File: src/rtl/mc_pkg.sv
// mc_pkg: shared encodings for the multicycle RV32I control unit.
//   state_t        - controller FSM states
//   OP_*           - supported opcodes (instr[6:0])
//   ALU_*, ALUOP_* - ALU function codes and the internal ALUOp field
//   RES_*, SRCA_*, SRCB_*, IMM_* - datapath mux select encodings
//   imm_src()      - immediate format selected from the opcode
package mc_pkg;

  typedef enum logic [3:0] {
    S_FETCH,
    S_DECODE,
    S_MEMADR,
    S_MEMREAD,
    S_MEMWB,
    S_MEMWRITE,
    S_EXECUTER,
    S_EXECUTEI,
    S_ALUWB,
    S_BEQ,
    S_JAL
  } state_t;

  localparam logic [6:0] OP_LW    = 7'b0000011;
  localparam logic [6:0] OP_SW    = 7'b0100011;
  localparam logic [6:0] OP_RTYPE = 7'b0110011;
  localparam logic [6:0] OP_ITYPE = 7'b0010011;
  localparam logic [6:0] OP_BEQ   = 7'b1100011;
  localparam logic [6:0] OP_JAL   = 7'b1101111;

  localparam logic [2:0] ALU_ADD = 3'b000;
  localparam logic [2:0] ALU_SUB = 3'b001;
  localparam logic [2:0] ALU_AND = 3'b010;
  localparam logic [2:0] ALU_OR  = 3'b011;
  localparam logic [2:0] ALU_SLT = 3'b101;

  localparam logic [1:0] ALUOP_ADD   = 2'b00;
  localparam logic [1:0] ALUOP_SUB   = 2'b01;
  localparam logic [1:0] ALUOP_FUNCT = 2'b10;

  localparam logic [1:0] RES_ALUOUT    = 2'b00;
  localparam logic [1:0] RES_DATA      = 2'b01;
  localparam logic [1:0] RES_ALURESULT = 2'b10;

  localparam logic [1:0] SRCA_PC    = 2'b00;
  localparam logic [1:0] SRCA_OLDPC = 2'b01;
  localparam logic [1:0] SRCA_REGA  = 2'b10;

  localparam logic [1:0] SRCB_RD2  = 2'b00;
  localparam logic [1:0] SRCB_IMM  = 2'b01;
  localparam logic [1:0] SRCB_FOUR = 2'b10;

  localparam logic [1:0] IMM_I = 2'b00;
  localparam logic [1:0] IMM_S = 2'b01;
  localparam logic [1:0] IMM_B = 2'b10;
  localparam logic [1:0] IMM_J = 2'b11;

  function automatic logic [1:0] imm_src(input logic [6:0] op);
    case (op)
      OP_SW:   return IMM_S;
      OP_BEQ:  return IMM_B;
      OP_JAL:  return IMM_J;
      default: return IMM_I;
    endcase
  endfunction

endpackage

File: src/rtl/mc_controller_if.sv
// mc_controller_if: controller <-> datapath bundle.
//   datapath -> controller : op, funct3, funct7b5, Zero
//   controller -> datapath : enables (PCWrite, MemWrite, IRWrite, RegWrite),
//                            mux selects, ImmSrc, ALUControl,
//                            status pulses illegal_instr / instr_retired
//   master = controller side, slave = datapath side.
interface mc_controller_if;
  logic [6:0] op;
  logic [2:0] funct3;
  logic       funct7b5;
  logic       Zero;

  logic       PCWrite;
  logic       AdrSrc;
  logic       MemWrite;
  logic       IRWrite;
  logic [1:0] ResultSrc;
  logic [1:0] ALUSrcA;
  logic [1:0] ALUSrcB;
  logic [1:0] ImmSrc;
  logic [2:0] ALUControl;
  logic       RegWrite;
  logic       illegal_instr;
  logic       instr_retired;

  modport master (
    input  op, funct3, funct7b5, Zero,
    output PCWrite, AdrSrc, MemWrite, IRWrite, ResultSrc, ALUSrcA, ALUSrcB,
           ImmSrc, ALUControl, RegWrite, illegal_instr, instr_retired
  );

  modport slave (
    output op, funct3, funct7b5, Zero,
    input  PCWrite, AdrSrc, MemWrite, IRWrite, ResultSrc, ALUSrcA, ALUSrcB,
           ImmSrc, ALUControl, RegWrite, illegal_instr, instr_retired
  );
endinterface

File: src/rtl/mc_controller_alu_decoder.sv
// alu_decoder: combinational ALU function select.
//   alu_op      in  2  00 add, 01 sub, 10 decode from funct3, 11 add
//   funct3      in  3  instr[14:12]
//   op5         in  1  instr[5], distinguishes R-type from I-type
//   funct7b5    in  1  instr[30]
//   alu_control out 3  ALU function code
module alu_decoder
  import mc_pkg::*;
(
  input  logic [1:0] alu_op,
  input  logic [2:0] funct3,
  input  logic       op5,
  input  logic       funct7b5,
  output logic [2:0] alu_control
);

  always_comb begin
    alu_control = ALU_ADD;
    case (alu_op)
      ALUOP_SUB: alu_control = ALU_SUB;
      ALUOP_FUNCT: begin
        case (funct3)
          // addi has no funct7, so instr[30] only means sub for R-type
          3'b000:  alu_control = (op5 & funct7b5) ? ALU_SUB : ALU_ADD;
          3'b010:  alu_control = ALU_SLT;
          3'b110:  alu_control = ALU_OR;
          3'b111:  alu_control = ALU_AND;
          default: alu_control = ALU_ADD;
        endcase
      end
      default: alu_control = ALU_ADD;
    endcase
  end

endmodule

File: src/rtl/mc_controller.sv
// mc_controller: multicycle control FSM for lw, sw, R-type, I-type, beq, jal.
//   clk      in  system clock, rising edge
//   reset_n  in  asynchronous active-low reset
//   bus      mc_controller_if.master: instruction fields and Zero in,
//            write enables, mux selects, ALUControl and status pulses out
//
// state      | meaning
// S_FETCH    | read instr at PC, PC <= PC+4
// S_DECODE   | compute branch target, dispatch on opcode
// S_MEMADR   | rs1 + imm address for lw/sw
// S_MEMREAD  | read data memory
// S_MEMWB    | write loaded data to rd
// S_MEMWRITE | write rs2 to data memory
// S_EXECUTER | register-register ALU op
// S_EXECUTEI | register-immediate ALU op
// S_ALUWB    | write ALU result to rd
// S_BEQ      | compare rs1/rs2, take branch on Zero
// S_JAL      | PC <= target, OldPC+4 computed for rd
module mc_controller
  import mc_pkg::*;
(
  input  logic              clk,
  input  logic              reset_n,
  mc_controller_if.master   bus
);

  state_t     state_q, state_d;
  logic       pc_update, branch;
  logic       ir_write, reg_write, mem_write, illegal, retired;
  logic       adr_src;
  logic [1:0] result_src, src_a, src_b, alu_op;

  always_ff @(posedge clk or negedge reset_n) begin
    if (!reset_n) state_q <= S_FETCH;
    else          state_q <= state_d;
  end

  always_comb begin
    state_d    = state_q;
    pc_update  = 1'b0;
    branch     = 1'b0;
    ir_write   = 1'b0;
    reg_write  = 1'b0;
    mem_write  = 1'b0;
    illegal    = 1'b0;
    retired    = 1'b0;
    adr_src    = 1'b0;
    result_src = RES_ALUOUT;
    src_a      = SRCA_PC;
    src_b      = SRCB_RD2;
    alu_op     = ALUOP_ADD;
    case (state_q)
      S_FETCH: begin
        ir_write   = 1'b1;
        src_b      = SRCB_FOUR;
        result_src = RES_ALURESULT;
        pc_update  = 1'b1;
        state_d    = S_DECODE;
      end
      S_DECODE: begin
        src_a = SRCA_OLDPC;
        src_b = SRCB_IMM;
        case (bus.op)
          OP_LW, OP_SW: state_d = S_MEMADR;
          OP_RTYPE:     state_d = S_EXECUTER;
          OP_ITYPE:     state_d = S_EXECUTEI;
          OP_BEQ:       state_d = S_BEQ;
          OP_JAL:       state_d = S_JAL;
          default: begin
            illegal = 1'b1;
            state_d = S_FETCH;
          end
        endcase
      end
      S_MEMADR: begin
        src_a   = SRCA_REGA;
        src_b   = SRCB_IMM;
        state_d = (bus.op == OP_SW) ? S_MEMWRITE : S_MEMREAD;
      end
      S_MEMREAD: begin
        adr_src = 1'b1;
        state_d = S_MEMWB;
      end
      S_MEMWB: begin
        result_src = RES_DATA;
        reg_write  = 1'b1;
        retired    = 1'b1;
        state_d    = S_FETCH;
      end
      S_MEMWRITE: begin
        adr_src   = 1'b1;
        mem_write = 1'b1;
        retired   = 1'b1;
        state_d   = S_FETCH;
      end
      S_EXECUTER: begin
        src_a   = SRCA_REGA;
        alu_op  = ALUOP_FUNCT;
        state_d = S_ALUWB;
      end
      S_EXECUTEI: begin
        src_a   = SRCA_REGA;
        src_b   = SRCB_IMM;
        alu_op  = ALUOP_FUNCT;
        state_d = S_ALUWB;
      end
      S_ALUWB: begin
        reg_write = 1'b1;
        retired   = 1'b1;
        state_d   = S_FETCH;
      end
      S_BEQ: begin
        src_a   = SRCA_REGA;
        alu_op  = ALUOP_SUB;
        branch  = 1'b1;
        retired = 1'b1;
        state_d = S_FETCH;
      end
      S_JAL: begin
        src_a     = SRCA_OLDPC;
        src_b     = SRCB_FOUR;
        pc_update = 1'b1;
        state_d   = S_ALUWB;
      end
      default: state_d = S_FETCH;
    endcase
  end

  // Enables and pulses are gated by reset_n directly so nothing can write
  // while reset is held, even though the state register already sits in FETCH.
  assign bus.PCWrite       = reset_n & (pc_update | (branch & bus.Zero));
  assign bus.IRWrite       = reset_n & ir_write;
  assign bus.RegWrite      = reset_n & reg_write;
  assign bus.MemWrite      = reset_n & mem_write;
  assign bus.illegal_instr = reset_n & illegal;
  assign bus.instr_retired = reset_n & retired;
  assign bus.AdrSrc        = adr_src;
  assign bus.ResultSrc     = result_src;
  assign bus.ALUSrcA       = src_a;
  assign bus.ALUSrcB       = src_b;
  assign bus.ImmSrc        = imm_src(bus.op);

  alu_decoder u_alu_decoder (
    .alu_op      (alu_op),
    .funct3      (bus.funct3),
    .op5         (bus.op[5]),
    .funct7b5    (bus.funct7b5),
    .alu_control (bus.ALUControl)
  );

endmodule
File: src/flat_wrapper.sv
// flat-port wrapper written by rule: the top's interface ports become plain ports
module mc_controller_flat import mc_pkg::*;
  (clk, reset_n, bus_op, bus_funct3, bus_funct7b5, bus_Zero, bus_PCWrite, bus_AdrSrc, bus_MemWrite, bus_IRWrite, bus_ResultSrc, bus_ALUSrcA, bus_ALUSrcB, bus_ImmSrc, bus_ALUControl, bus_RegWrite, bus_illegal_instr, bus_instr_retired);
  mc_controller_if bus_i ();
  input  logic clk;
  input  logic reset_n;
  input wire logic [$bits(bus_i.op)-1:0] bus_op;
  input wire logic [$bits(bus_i.funct3)-1:0] bus_funct3;
  input wire logic [$bits(bus_i.funct7b5)-1:0] bus_funct7b5;
  input wire logic [$bits(bus_i.Zero)-1:0] bus_Zero;
  output wire logic [$bits(bus_i.PCWrite)-1:0] bus_PCWrite;
  output wire logic [$bits(bus_i.AdrSrc)-1:0] bus_AdrSrc;
  output wire logic [$bits(bus_i.MemWrite)-1:0] bus_MemWrite;
  output wire logic [$bits(bus_i.IRWrite)-1:0] bus_IRWrite;
  output wire logic [$bits(bus_i.ResultSrc)-1:0] bus_ResultSrc;
  output wire logic [$bits(bus_i.ALUSrcA)-1:0] bus_ALUSrcA;
  output wire logic [$bits(bus_i.ALUSrcB)-1:0] bus_ALUSrcB;
  output wire logic [$bits(bus_i.ImmSrc)-1:0] bus_ImmSrc;
  output wire logic [$bits(bus_i.ALUControl)-1:0] bus_ALUControl;
  output wire logic [$bits(bus_i.RegWrite)-1:0] bus_RegWrite;
  output wire logic [$bits(bus_i.illegal_instr)-1:0] bus_illegal_instr;
  output wire logic [$bits(bus_i.instr_retired)-1:0] bus_instr_retired;
  assign bus_i.op = bus_op;
  assign bus_i.funct3 = bus_funct3;
  assign bus_i.funct7b5 = bus_funct7b5;
  assign bus_i.Zero = bus_Zero;
  assign bus_PCWrite = bus_i.PCWrite;
  assign bus_AdrSrc = bus_i.AdrSrc;
  assign bus_MemWrite = bus_i.MemWrite;
  assign bus_IRWrite = bus_i.IRWrite;
  assign bus_ResultSrc = bus_i.ResultSrc;
  assign bus_ALUSrcA = bus_i.ALUSrcA;
  assign bus_ALUSrcB = bus_i.ALUSrcB;
  assign bus_ImmSrc = bus_i.ImmSrc;
  assign bus_ALUControl = bus_i.ALUControl;
  assign bus_RegWrite = bus_i.RegWrite;
  assign bus_illegal_instr = bus_i.illegal_instr;
  assign bus_instr_retired = bus_i.instr_retired;
  mc_controller u_core (.clk(clk), .reset_n(reset_n), .bus(bus_i));
endmodule
File: config.mk
export PLATFORM = sky130hd
export DESIGN_NAME = mc_controller_flat
export DESIGN_NICKNAME = d
export VERILOG_FILES = /design/src/rtl/mc_pkg.sv /design/src/rtl/mc_controller_if.sv /design/src/rtl/mc_controller_alu_decoder.sv /design/src/rtl/mc_controller.sv /design/src/flat_wrapper.sv
export SDC_FILE = /design/constraint.sdc
export NUM_CORES = 1
export LEC_CHECK = 0
export ABC_AREA = 1
export CAP_MARGIN = 40
export CORE_MARGIN = 2
export CORE_UTILIZATION = 34
export CTS_BUF_LIST = sky130_fd_sc_hd__clkbuf_2 sky130_fd_sc_hd__clkbuf_4 sky130_fd_sc_hd__clkbuf_8
export CTS_CLUSTER_SIZE = 28
export DETAILED_ROUTE_END_ITERATION = 12
export PLACE_DENSITY = 0.76
export SETUP_SLACK_MARGIN = 0.5
export SLEW_MARGIN = 10
export SYNTH_ARGS = -nofsm -noshare
export SYNTH_HDL_FRONTEND = slang
export SYNTH_SLANG_ARGS = --single-unit
File: constraint.sdc
create_clock -name clk -period 1.89 [get_ports clk]
set_clock_uncertainty 0.15 [all_clocks]
set_input_delay 0.378 -clock clk [delete_from_list [all_inputs] [get_ports clk]]
set_output_delay 0.378 -clock clk [all_outputs]
set_load 0.01 [all_outputs]
==> results.md, run 1 <==
* IO Count at 32
* Root Buffer: clkbuf_4
* Die H at 44.1 um
* CTS Sinks at 4
* Sequential share of the synthesized area at 0.183
* Synth Instances at 96
* Placed insts at around 180
* Die W at roughly 44 um
* Mapped Avg Cell Area at ~5.7 um^2
* Port-buffer cells at 31
* Setup bufs post-CTS at 23
* Final GP Congestion at between 0.8 and 0.9
* #FFs+latches synth at 4
* Syn_nets at roughly 110
* H-tree Lvls at 1
* Stage reached: 4_1_cts
* CTS Buffer Depth at 2
* Yosys Warn Count at 0
* Initial Util at 0.363
* Post-DP HPWL at about 1.8 mm
* CTS Buf Count at 3
* Mapped Area at between 500 and 600 um^2
* Row cnt at 14
* Cell variety after synth at 20
* Outcome: stopped before the end
* # resized after CTS at between 150 and 200
* Hold_buf cts at 0
* Tool error: [ERROR DPL-0038] Utilization greater than 100%, impossible to legalize
-- cells by family after synthesis --
group	Yosys count	synth area share
buf+inv	18	0.126
compound gates	5	0.0572
flops	4	0.183
simple gates	67	0.588
fa+ha+maj	2	0.0458
-- Yosys cell counts --
master    count  area, um^2
nand3_2       1        10.0
nand4_1       2        12.5
buf_2         1        5.00
ha_1          2        25.0
inv_1        13        48.8
dfrtp_1       4         100
nand2_2       2        12.5
nor2_2        5        31.3
o21ai_0       2        10.0
nor3_2        1        10.0
o221ai_1      1        8.76
o211ai_1      1        7.51
nand2_1      26        97.6
nand3_1      10        50.1
nor3_1        2        10.0
nor2_4        1        11.3
nor3_4        1        16.3
nor2_1       16        60.1
a21oi_1       1        5.00
inv_2         4        15.0
-- per-stage QoR --
| step | utilization | hold WS, ns | TNS (ns) | setup slack (ns) | cell area [um^2] |
|---|---|---|---|---|---|
| 3_3_place_gp | 0.797 | 0.562 | -5.12 | -0.539 | 1200 |
| 2_1_floorplan | - | -0.0676 | -0.0264 | -0.0253 | 612 |
| 3_5_place_dp | 0.797 | 0.572 | -5.76 | -0.616 | 1200 |
==> run 2, diff against run 1 <==
--- a/config.mk
+++ b/config.mk
@@ -7,13 +7,10 @@
 export LEC_CHECK = 0
 export ABC_AREA = 1
 export CAP_MARGIN = 40
-export CORE_MARGIN = 2
-export CORE_UTILIZATION = 34
-export CTS_BUF_LIST = sky130_fd_sc_hd__clkbuf_2 sky130_fd_sc_hd__clkbuf_4 sky130_fd_sc_hd__clkbuf_8
-export CTS_CLUSTER_SIZE = 28
+export CORE_AREA = 2 2 63 65
 export DETAILED_ROUTE_END_ITERATION = 12
-export PLACE_DENSITY = 0.76
-export SETUP_SLACK_MARGIN = 0.5
+export DIE_AREA = 0 0 65 67
+export PLACE_DENSITY_LB_ADDON = 0.15
 export SLEW_MARGIN = 10
 export SYNTH_ARGS = -nofsm -noshare
 export SYNTH_HDL_FRONTEND = slang
==> constraint.sdc (replaced) <==
create_clock -name clk -period 2.5 [get_ports clk]
set_clock_uncertainty 0.15 [all_clocks]
set_input_delay 0.5 -clock clk [delete_from_list [all_inputs] [get_ports clk]]
set_output_delay 0.5 -clock clk [all_outputs]
set_load 0.01 [all_outputs]
==> run 2 against run 1 <==
Net effect:
- the run now ends clean
- synthesized cell count is the same
- area after synthesis unchanged
==> results.md, run 2 <==
* Outcome: finished clean
* WP data required at roughly 1.9 ns
* Peak VDD IR at around 0.00012 V
* CP max FO at 4
* Initial DRT Pass Iterations at 2
* Filler instances at 408
* Synth top cells by count: nand2_1, nor2_1, inv_1
* Residual DRC at 0
* Final setup margin at 0.0966 ns
* Die H at 67 um (+52%)
* Top flop regs: u_core.state_q x4
* Post-synth top area cell: dfrtp_1
* Synth Instances at 96 (unchanged)
* Biggest register: u_core.state_q
* Post-route ant nets at 0
* Clock-pin slew on the worst setup and hold paths at ~0.03 ns
* Die W at 65 um (+47%)
* Commonest non-fill, non-tap cell in the layout: nand2_1
* Clk network pwr share at 0.215
* Sw power at around 240 uW
* Syn_nets at 112 (unchanged)
* CTS Sinks at 4 (unchanged)
* First-pass GRT wire length at about 3.2 mm
* WHS at roughly 0.5 ns
* Vias per cell at approximately 3.8
* Setup bufs post-CTS at 0 (-100%)
* Cell with the most instances after synthesis: nand2_1
* Worst Path Class, Setup: in -> out
* Tot Pwr at between 600 and 700 uW
* Total die area at 4360 um^2
* Fin. Hold Viols at 0
* CP endpoint kind: primary output
* Arrival time worst endpoint at approximately 1.8 ns
* Mapped Area at 547 um^2 (unchanged)
* CP Launch Type: input port
* Yosys top cell area share at 0.183 (unchanged)
* Detailed Route WL at 1.87 mm
* CTS tree: yes
* Row cnt at 22 (+8)
* Layout cells sized above 1 at 0.336
* Tmin final at approximately 2.4 ns
* Max reg flops at 4
* Max-slew headroom at 0.879
* Multi-input gate area at 410 um^2
* Cell variety after synth at 20 (unchanged)
* Wire length per cell at around 9.3 um
* Largest net degree at the start of global routing at 8
* Final period util at 0.961
* Pre-CTS setup slack at -0.240 ns (+0.375 ns)
* CTS Buf Count at 3 (unchanged)
* Fmax at between 400 and 500 MHz
* Skew-Pair Late Insertion Delay at between 0.2 and 0.25 ns
* CTS Buffer Depth at 2 (unchanged)
* Core ar. at about 3600 um^2
* FFs w/ async S/R, synth at 1.00 (unchanged)
* Most frequent cells in the layout: nand2_1, clkdlybuf4s50_1, buf_4
* Worst setup startpoint: reset_n
* Worst r2r src: u_core.state_q[1]
* Gr ovfl total at 0
* Final Max Tran Viols at 0
* Tot GR Track Use at 0.0963
* Port-buffer cells at 31 (unchanged)
* Vias in the first global route at between 700 and 800
* Internal power at 387 uW
* FF+latch area at around 100 um^2
* First DRT Iteration DRCs at 18
* Sw Ratio at 0.378
* #FFs+latches synth at 4 (unchanged)
* IO Count at 32 (unchanged)
* Worst Tran Pin Value at ~0.18 ns
* Sequential share of the synthesized area at 0.183 (unchanged)
* Post-layout nets at 170
* Via count at around 770
* Area Growth Syn to Fin at 109%
* Final GP Congestion at 0.786 (-2.9%)
* Combinational Power Share at 0.649
* Yosys Warn Count at 0 (unchanged)
* PD cells at roughly 550 nW/um^2
* # setup viols final at 0
* Hold crit path type: in -> async
* Reg power frac at 0.137
* Root Buffer: clkbuf_8
* Synth top area cells: dfrtp_1, nand2_1, nor2_1, nand3_1, inv_1
* Post-synth EDFFs at 0 (unchanged)
* H-tree Lvls at 1 (unchanged)
* Max_cap viols at 0
* Post-DP HPWL at 1.62 mm (-9.2%)
* Diode count at 0
* Initial antenna violation count at 0
* Ys flop type: dfrtp_1
* Leakage at about 0.00060 uW
* RSZ-0062 raised after global routing: no
* Mapped Avg Cell Area at 5.70 um^2 (unchanged)
* Initial Util at 0.152 (-0.211)
-- run 2: cell counts after synthesis --
No cell type changed its count.
-- run 2: worst paths after layout --
| kind | endpoint | slack (ns) | depth (start not counted) |
|---|---|---|---|
| max reg2reg | u_core.state_q[2] | 1.18 | 7 |
| max | bus_MemWrite | 0.1 | 4 |
| max in group asynchronous | u_core.state_q[2] | 1.60 | 2 |
| min | u_core.state_q[3] | 0.50 | 2 |
| min reg2reg | u_core.state_q[1] | 0.56 | 4 |
| min in group clk | u_core.state_q[1] | 0.56 | 4 |
-- run 2: power groups by stage --
stage,sequential [uW],clock (uW),combinational [uW]
CTS,85.0,139,411
detailed placement,85.8,0,410
global placement,85.0,0,406
floorplan,83.7,0,179
global route,86.6,143,444
finish,85.0,134,404
-- run 2: layer usage --
metal  vias up  global-route usage  wire length, um
met4         0              0.0479               32
met3         5              0.0152               93
li1        413                   -                -
met2        22               0.165              912
met5         -                   0                0
met1       328               0.116              827
-- run 2: layout make-up --
cell class                      instances  share of cell area
Timing Repair Buffer                   54               0.408
Clock buffer                            3              0.0362
Sequential cell                         4              0.0877
Inverter                               17              0.0559
Tap cell                               48              0.0526
Multi-Input combinational cell         74               0.360
-- run 2: what timing repair did --
action	4_1_cts	5_1_grt
endpoints found under the setup margin	7	9
cloned	0	0
hold buffers	0	0
pin swaps	1	2
gates resized for setup	15	11
-- run 2: per-stage QoR --
stage / TNS, ns / cell area [um^2] / cells / utilization
5_1_grt: 0 / 1140 / 200 / 0.316
4_1_cts: 0 / 1120 / 200 / 0.310
3_5_place_dp: -0.870 / 1080 / 197 / 0.301
6_report: 0 / 1140 / 200 / 0.316
2_1_floorplan: 0 / 547 / 96 / -
3_3_place_gp: -0.907 / 1080 / 197 / 0.301
-- run 2: critical path, stage by stage --
cell and delay (ns):
clkdlybuf4s50_1 0.53, inv_2 0.08, nor2_1 0.11, clkdlybuf4s50_1 0.54
-- run 2: cells by family after synthesis --
family,after synthesis,synth area share
DFF,4,0.183
buffers and inverters,18,0.126
AOI/OAI and AO/OA,5,0.0572
adders and majority gates,2,0.0458
and+or+nand+nor,67,0.588
No activity file was read; power rests on OpenSTA's default activity.
